`config.mk`:
```
export PLATFORM = sky130hd
export DESIGN_NAME = od_pull_ctrl_flat
export DESIGN_NICKNAME = d
export VERILOG_FILES = /design/src/rtl/od_pull_ctrl_if.sv /design/src/rtl/od_pull_ctrl.sv /design/src/flat_wrapper.sv
export SDC_FILE = /design/constraint.sdc
export NUM_CORES = 1
export LEC_CHECK = 0
export CAP_MARGIN = 40
export CORE_AREA = 2 2 53 55
export DETAILED_ROUTE_END_ITERATION = 6
export DIE_AREA = 0 0 55 57
export MAX_ROUTING_LAYER = met4
export PLACE_DENSITY = 0.76
export REMOVE_ABC_BUFFERS = 1
export SYNTH_ARGS = -nofsm -noshare
export SYNTH_HDL_FRONTEND = slang
export SYNTH_SLANG_ARGS = --single-unit
```
`constraint.sdc`:
```
create_clock -name clk -period 2.7 [get_ports clk]
set_clock_uncertainty 0.15 [all_clocks]
set_input_delay 0.405 -clock clk [delete_from_list [all_inputs] [get_ports clk]]
set_output_delay 0.405 -clock clk [all_outputs]
set_load 0.1 [all_outputs]
```
`src/rtl/od_pull_ctrl_if.sv`:
```
// Requester-side bundle for od_pull_ctrl: per-requester request, release,
// drive-low and the one-hot grant returned to the requesters.
interface od_pull_ctrl_if #(
  parameter int NREQ = 4
) ();
  logic [NREQ-1:0] req_i;
  logic [NREQ-1:0] done_i;
  logic [NREQ-1:0] drv_low_i;
  logic [NREQ-1:0] gnt_o;

  // Requester engines drive requests and sample the grant.
  modport master (output req_i, output done_i, output drv_low_i, input gnt_o);
  // The pad controller consumes requests and returns the grant.
  modport slave  (input req_i, input done_i, input drv_low_i, output gnt_o);
endinterface

```
`src/rtl/od_pull_ctrl.sv`:
```
// Open-drain pad line arbiter/sequencer with an external pull-up.
// Grants the line to one requester at a time, drives the pad low only on the
// owner's request, waits for the pull-up to restore a high level after each
// release and flags a line that stays stuck low (sticky stuck_o).
// Build option: OD_PULL_CTRL_RR_EN selects round-robin arbitration; when it is
// not defined the lowest requesting index wins.
//
// state     | meaning
// ----------+-------------------------------------------------------------
// S_IDLE    | no owner, pad released; arbitrate among pending requests
// S_GRANT   | owner holds the line; pad_oe_o follows owner's drv_low_i
// S_RELEASE | pad released, waiting for filtered line high or stuck timeout
module od_pull_ctrl #(
  parameter int NREQ    = 4,
  parameter int FILT    = 3,
  parameter int RISE_TO = 255
) (
  input  logic           clk,
  input  logic           rstn,
  od_pull_ctrl_if.slave  rq,
  output logic           pad_oe_o,
  input  logic           pad_i,
  output logic           line_o,
  output logic           busy_o,
  output logic           stuck_o,
  input  logic           clr_stuck_i
);

  localparam int FW = $clog2(FILT + 1);
  localparam int CW = $clog2(RISE_TO + 1);
  localparam int OW = $clog2(NREQ);

  localparam logic [FW-1:0] FILT_LAST = FW'(FILT - 1);
  localparam logic [CW-1:0] EXIT_MIN  = CW'(FILT + 2);
  localparam logic [CW-1:0] RISE_LAST = CW'(RISE_TO - 1);
  localparam logic [CW-1:0] RISE_MAX  = CW'(RISE_TO);

  typedef enum logic [1:0] {S_IDLE, S_GRANT, S_RELEASE} state_t;

  logic            r_sync1;
  logic            r_sync2;
  logic            r_line;
  logic [FW-1:0]   r_filt_cnt;

  state_t          r_state;
  logic [NREQ-1:0] r_gnt;
  logic [OW-1:0]   r_owner;
  logic            r_pad_oe;
  logic [CW-1:0]   r_rcnt;
  logic            r_stuck;

  logic [OW-1:0]   w_win;
  logic            w_any;
  logic            w_release;

`ifdef OD_PULL_CTRL_RR_EN
  logic [OW-1:0]   r_last;
  logic [OW-1:0]   w_idx;
  logic            w_found;

  // Round-robin pick: first requester after the previous owner, wrapping.
  always_comb begin
    w_win   = '0;
    w_idx   = '0;
    w_found = 1'b0;
    for (int k = 1; k <= NREQ; k++) begin
      w_idx = OW'((int'(r_last) + k) % NREQ);
      if (!w_found && rq.req_i[w_idx]) begin
        w_win   = w_idx;
        w_found = 1'b1;
      end
    end
  end
`else
  // Fixed priority pick: lowest requesting index wins.
  always_comb begin
    w_win = '0;
    for (int k = NREQ - 1; k >= 0; k--) begin
      if (rq.req_i[k]) w_win = OW'(k);
    end
  end
`endif

  assign w_any     = |rq.req_i;
  assign w_release = rq.done_i[r_owner] || !rq.req_i[r_owner];

  // Pad input: two-flop synchronizer then a FILT-sample agreement filter.
  always_ff @(posedge clk) begin
    if (!rstn) begin
      r_sync1    <= 1'b1;
      r_sync2    <= 1'b1;
      r_line     <= 1'b1;
      r_filt_cnt <= '0;
    end else begin
      r_sync1 <= pad_i;
      r_sync2 <= r_sync1;
      if (r_sync2 == r_line) begin
        r_filt_cnt <= '0;
      end else if (r_filt_cnt == FILT_LAST) begin
        r_line     <= r_sync2;
        r_filt_cnt <= '0;
      end else begin
        r_filt_cnt <= r_filt_cnt + FW'(1);
      end
    end
  end

  // Ownership sequencer; grant, pad enable, release timer and stuck flag.
  always_ff @(posedge clk) begin
    if (!rstn) begin
      r_state  <= S_IDLE;
      r_gnt    <= '0;
      r_owner  <= '0;
      r_pad_oe <= 1'b0;
      r_rcnt   <= '0;
      r_stuck  <= 1'b0;
`ifdef OD_PULL_CTRL_RR_EN
      r_last   <= OW'(NREQ - 1);
`endif
    end else begin
      // A stuck event later in this block overrides the clear.
      if (clr_stuck_i) r_stuck <= 1'b0;
      case (r_state)
        S_IDLE: begin
          r_pad_oe <= 1'b0;
          r_rcnt   <= '0;
          if (w_any) begin
            r_gnt   <= NREQ'(1) << w_win;
            r_owner <= w_win;
`ifdef OD_PULL_CTRL_RR_EN
            r_last  <= w_win;
`endif
            r_state <= S_GRANT;
          end
        end
        S_GRANT: begin
          if (w_release) begin
            r_gnt    <= '0;
            r_pad_oe <= 1'b0;
            r_rcnt   <= '0;
            r_state  <= S_RELEASE;
          end else begin
            r_pad_oe <= rq.drv_low_i[r_owner];
          end
        end
        S_RELEASE: begin
          if ((r_rcnt >= EXIT_MIN) && r_line) begin
            r_state <= S_IDLE;
          end else begin
            if (r_rcnt != RISE_MAX) r_rcnt <= r_rcnt + CW'(1);
            // Counter is about to reach RISE_TO with the line still low.
            if (r_rcnt == RISE_LAST) begin
              r_stuck <= 1'b1;
              r_state <= S_IDLE;
            end
          end
        end
        default: r_state <= S_IDLE;
      endcase
    end
  end

  assign rq.gnt_o = r_gnt;
  assign pad_oe_o = r_pad_oe;
  assign line_o   = r_line;
  assign busy_o   = (r_state != S_IDLE);
  assign stuck_o  = r_stuck;

endmodule
```
`src/flat_wrapper.sv`:
```
// flat-port wrapper written by rule: the top's interface ports become plain ports
module od_pull_ctrl_flat 
#(
  parameter int NREQ    = 4,
  parameter int FILT    = 3,
  parameter int RISE_TO = 255
)
  (clk, rstn, pad_oe_o, pad_i, line_o, busy_o, stuck_o, clr_stuck_i, rq_req_i, rq_done_i, rq_drv_low_i, rq_gnt_o);
  od_pull_ctrl_if #(.NREQ(NREQ)) rq_i ();
  input  logic clk;
  input  logic rstn;
  output logic pad_oe_o;
  input  logic pad_i;
  output logic line_o;
  output logic busy_o;
  output logic stuck_o;
  input  logic clr_stuck_i;
  input wire logic [$bits(rq_i.req_i)-1:0] rq_req_i;
  input wire logic [$bits(rq_i.done_i)-1:0] rq_done_i;
  input wire logic [$bits(rq_i.drv_low_i)-1:0] rq_drv_low_i;
  output wire logic [$bits(rq_i.gnt_o)-1:0] rq_gnt_o;
  assign rq_i.req_i = rq_req_i;
  assign rq_i.done_i = rq_done_i;
  assign rq_i.drv_low_i = rq_drv_low_i;
  assign rq_gnt_o = rq_i.gnt_o;
  od_pull_ctrl #(.NREQ(NREQ), .FILT(FILT), .RISE_TO(RISE_TO)) u_core (.clk(clk), .rstn(rstn), .rq(rq_i), .pad_oe_o(pad_oe_o), .pad_i(pad_i), .line_o(line_o), .busy_o(busy_o), .stuck_o(stuck_o), .clr_stuck_i(clr_stuck_i));
endmodule
```
# Word level (Yosys, flattened, before mapping)
# Index checks and enable logic that the tools add are counted.
# op_classes
reduce_logical	14
n_bitwise	2
n_eq_ne	11
n_lt_le_gt_ge	2
mux	28
shifts	1
addsub	2
# op_table
operator	count
$mux 8	3
$pmux 8 s3	1
$mux 2	8
$add 8x1->8 const B	1
$eq 8x8->1 const B	1
$ge 8x3->1 const B	1
$mux 1	8
$mux 4	2
$ne 8x8->1 const B	1
$pmux 4 s2	1
$bmux 1 s2	3
$ne 2x1->1 const B	3
$pmux 2 s3	1
$reduce_and 3->1	2
$eq 2x2->1 const B	2
$reduce_and 2->1	2
$reduce_and 4->1	1
$reduce_bool 2->1	2
$reduce_or 4->1	1
$shl 1x2->4 const A	1
$lt 2x3->1 const B	1
$ne 3x1->1 const B	1
$reduce_bool 3->1	1
$reduce_or 3->1	1
10 further kinds	11
# totals
word_cells	70
register_bits	23
out_inout_bits	8

# Longest topological paths before layout
# depth
ltp_word	7
mapped_depth	7
mapped_depth_nobuf	7

# Worst setup path before layout
# No wires, ideal clock.
# synth_timing
path_type	flip-flop to flip-flop
from	register u_core.r_line, in the netlist u_core.line_o
to	register u_core.r_rcnt[5]
arrival_ns	2.274
required_time_ns	2.491
path_buffers	0
setup_slack_ns	0.216
setup_time_ns	0.059
path_stages_with_launch	6
cell_sequence	dfxtp_1 -> and2_2 -> a2111oi_4 -> nand3_2 -> or4_1 -> nand2_1
# synth_between
elab_chain_cells	3
# synth_rtl
item	line	source
start, declared	od_pull_ctrl.sv:42	logic r_line;
start signal, assigned	od_pull_ctrl.sv:100	r_line <= r_sync2;
$logic_and 1x1->1	od_pull_ctrl.sv:147	if ((r_rcnt >= EXIT_MIN) && r_line) begin
$ne 2x2->1 (no line)	n/a	
$reduce_and 4->1 (no line)	n/a	
end signal, assigned	od_pull_ctrl.sv:150	if (r_rcnt != RISE_MAX) r_rcnt <= r_rcnt + CW'(1);
end, declared	od_pull_ctrl.sv:49	logic [CW-1:0] r_rcnt;
# Every way passes these cells.
# A chain may end at the register's enable or synchronous reset.

# Worst setup path in the final report
# layout_timing
from	register u_core.r_rcnt[1]
to	register u_core.r_rcnt[5]
# layout_between
elab_chain_cells	4
word_cells_on_any_way	10
# layout_rtl
item	line
$add 8x1->8 or $ge 8x3->1 (tied branches)	od_pull_ctrl.sv:150, od_pull_ctrl.sv:147
$mux 8 or $logic_and 1x1->1 (tied branches)	od_pull_ctrl.sv:150, od_pull_ctrl.sv:147
$mux 8 or $ne 2x2->1 (tied branches)	n/a
$pmux 8 s3 or $reduce_and 4->1 (tied branches)	n/a
# Parallel ways exist; a longest one is shown, timed or not. The select of a mux whose other input is x is not followed.

==> impl_metrics.json <==
{
  "syn_inst": 142,
  "ys_seq_elements": 23,
  "area_growth_pct": 24.72,
  "numCtsBuffers": 3,
  "ys_types": 41,
  "status": "completed",
  "cpPeakStageDelay_ps": 510,
  "overflow": 0,
  "grt_pass1_vias": 1119,
  "cp_slowest_cell": "or4_1",
  "drtAntennaViolNets": 0,
  "clock.fmax_mhz": 458.0,
  "cp-end-kind": "register",
  "max_slew_margin_pct": 70.67,
  "clkLatencyLatePin_ps": 310,
  "grt_max_degree": 18,
  "syn_avg_cell_area_um2": 8.520,
  "rsz0062_at_grt": "no",
  "synthArstFlopShare_pct": 0,
  "yosysSeqAreaShare_pct": 38.06,
  "setup_tns_ps": 0,
  "track_usage_pct": 20.42,
  "multiInputGateArea_um2": 700.7,
  "routedWlPerCell_um": 13.35,
  "antennaDiodeCount": 0,
  "cts_max_level": 1,
  "io_pins": 24,
  "io_buffers": 23,
  "final_cells": 201,
  "design_area_um2": 1509,
  "fin_crit_ps": 2183,
  "cts_sinks": 23,
  "nFillCells": 260,
  "worst_slew_pin_slew_ps": 439.4,
  "ir_drop_uv": 362.1,
  "synth_area_leaders": "dfxtp_1, ha_1, nand3_1",
  "coreArea_um2": 2615,
  "cts_tree": "yes",
  "setup_viol": 0,
  "critPathLaunchType": "register",
  "hp-class": "register to register",
  "cts_setup_buffers": 0,
  "synth_warnings": 0,
  "path_buf_inv": 1,
  "grt_pass1_wl_mm": 4.698,
  "ys.flop_type": "dfxtp_1",
  "place_hpwl_mm": 2.075,
  "die_x_um": 55,
  "crit_chain": "inv_1 > ha_1 > nand2b_1 > a2111oi_4 > nand3_2 > or4_1 > nand2_1",
  "nNetsFinal": 192,
  "hold_ws_ps": 277.1,
  "antenna_found_initial": 0,
  "crit_family": "simple AND/OR/NAND/NOR gates",
  "start_util_pct": 46.27,
  "first_pass_iters": 4,
  "powerDensity_nw_per_um2": 505.8,
  "criticalPathCategory": "register to register",
  "numPlacedInstances": 197,
  "drt_iter0_markers": 18,
  "drc": 0,
  "clk_pin_slew_ps": 130,
  "hold_viol_final": 0,
  "layout-drive-gt1-share_pct": 14.12,
  "cts_resized": 0,
  "via_count": 1148,
  "rows": 19,
  "placed_cell_area_um2": 1481,
  "min_period_over_period_pct": 80.86,
  "place_congestion": 0.8310,
  "cts_root_buffer": "clkbuf_4",
  "cap_violations": 0,
  "arrival_ps": 2300,
  "power_leakage_nw": 0.5619,
  "wl_mm": 2.684,
  "hold_buffers": 0,
  "synth_top_area_share_pct": 38.06,
  "drv_slew": 0,
  "worstPathMaxFanout": 5,
  "synth_edf_count": 0,
  "synth.largest_area_cell": "dfxtp_1",
  "dieArea_um2": 3135,
  "regArea_um2": 460.4,
  "via_per_inst": 5.711,
  "die_h_um": 57,
  "clockBufferDepth": 2,
  "fin_util_pct": 57.70,
  "worst_ep_required_time_ps": 2820,
  "syn_area_um2": 1210
}
[where the power goes]
part / switching (W) / internal (W)
clock: 0.000107 / 0.0000555
combinational: 0.000136 / 0.0000822
sequential: 0.0000264 / 0.000357
total: 0.000269 / 0.000494
[placed cells by master, fill, tap and decap left out, types with 2 or more instances in the layout]
cell	n
nand2_1	13
nand2b_1	6
clkbuf_4	3
buf_4	13
clkdlybuf4s50_1	15
nand4_1	2
o31ai_1	2
nor4_1	2
nor3_1	4
inv_1	9
nor4bb_1	2
o21ai_0	8
nor2_1	9
o211ai_1	2
nand3_1	12
a21oi_1	8
dfxtp_1	23
nor4b_1	2
nor2b_1	3
nand3b_1	4
ha_1	5
[synthesized netlist by cell type (all sizes together), types with 2 or more instances]
cell	number
nor4b	2
nand3b	4
nor4bb	2
clkbuf	4
nand2	13
nor3	4
nand4	2
ha	5
nand3	13
a21oi	8
nor2b	3
inv	9
nor4	2
o211ai	2
and2	2
nor2	9
nand2b	6
o21ai	8
o31ai	2
dfxtp	23
[metal layers]
| metal | vias up | share of wire (%) | global-route usage (%) |
|---|---|---|---|
| met5 | - | 0 | - |
| li1 | 569 | - | - |
| met4 | 0 | 1.6 | 8.014 |
| met1 | 536 | 42 | 24.17 |
| met3 | 5 | 4.2 | 2.618 |
| met2 | 38 | 52 | 34.18 |
[kinds of logic (layout without fill, tap and decap cells)]
logic type,after synthesis,in the layout,synth area share [%]
adders and majority gates,5,5,5.171
xor gates and xnor gates,1,1,0.7240
buffers and inverters,13,41,4.033
and+or+nand+nor,66,66,30.20
AOI/OAI and AO/OA,31,31,18.20
muxes,3,3,3.619
DFF,23,23,38.06
[worst register-to-register path, delay by kind of cell, from the launching register on]
kind | cells | cell delay [ps]
AOI/OAI and AO/OA | 1 | 340
and+or+nand+nor | 4 | 950
DFF | 1 | 420
adders and majority gates | 1 | 170
buffers and inverters | 1 | 100
[metrics by stage]
step	setup slack (ps)	power [W]
5_1_grt	449.0	0.0008028
4_1_cts	546.6	0.0007680
3_3_place_gp	408.1	0.0006050
6_report	516.7	0.0007633
2_1_floorplan	216.5	0.0005260
3_5_place_dp	371.5	0.0006086
[cell type report]
cell class,instances,area share [%]
clock buffer,3,1.493
clock inverter,1,0.3317
inverter,9,2.239
multi-input combinational,106,46.43
sequential,23,30.51
tap,31,2.570
timing repair buffer,28,16.42
[sequential cells by signal, indices dropped and copies added (netlist names)]
name and flops:
u_core.line_o 1, u_core.r_state 2, u_core.rq.gnt_o 4, u_core.r_owner 2
u_core.r_filt_cnt 2, u_core.r_rcnt 8, u_core.r_sync2 1, u_core.stuck_o 1
u_core.r_sync1 1, u_core.pad_oe_o 1
[final timing paths]
| check | startpoint | cells after the start | endpoint | slack [ps] |
|---|---|---|---|---|
| worst min register to register | u_core.r_filt_cnt[0] | 1 | u_core.r_filt_cnt[0] | 280 |
| worst max register to register | u_core.r_rcnt[1] | 7 | u_core.r_rcnt[5] | 520 |
| worst max-delay path | u_core.r_rcnt[1] | 7 | u_core.r_rcnt[5] | 520 |
| worst min-delay path | u_core.r_filt_cnt[0] | 1 | u_core.r_filt_cnt[0] | 280 |
Note: power is estimated with default switching activity, not from simulation.
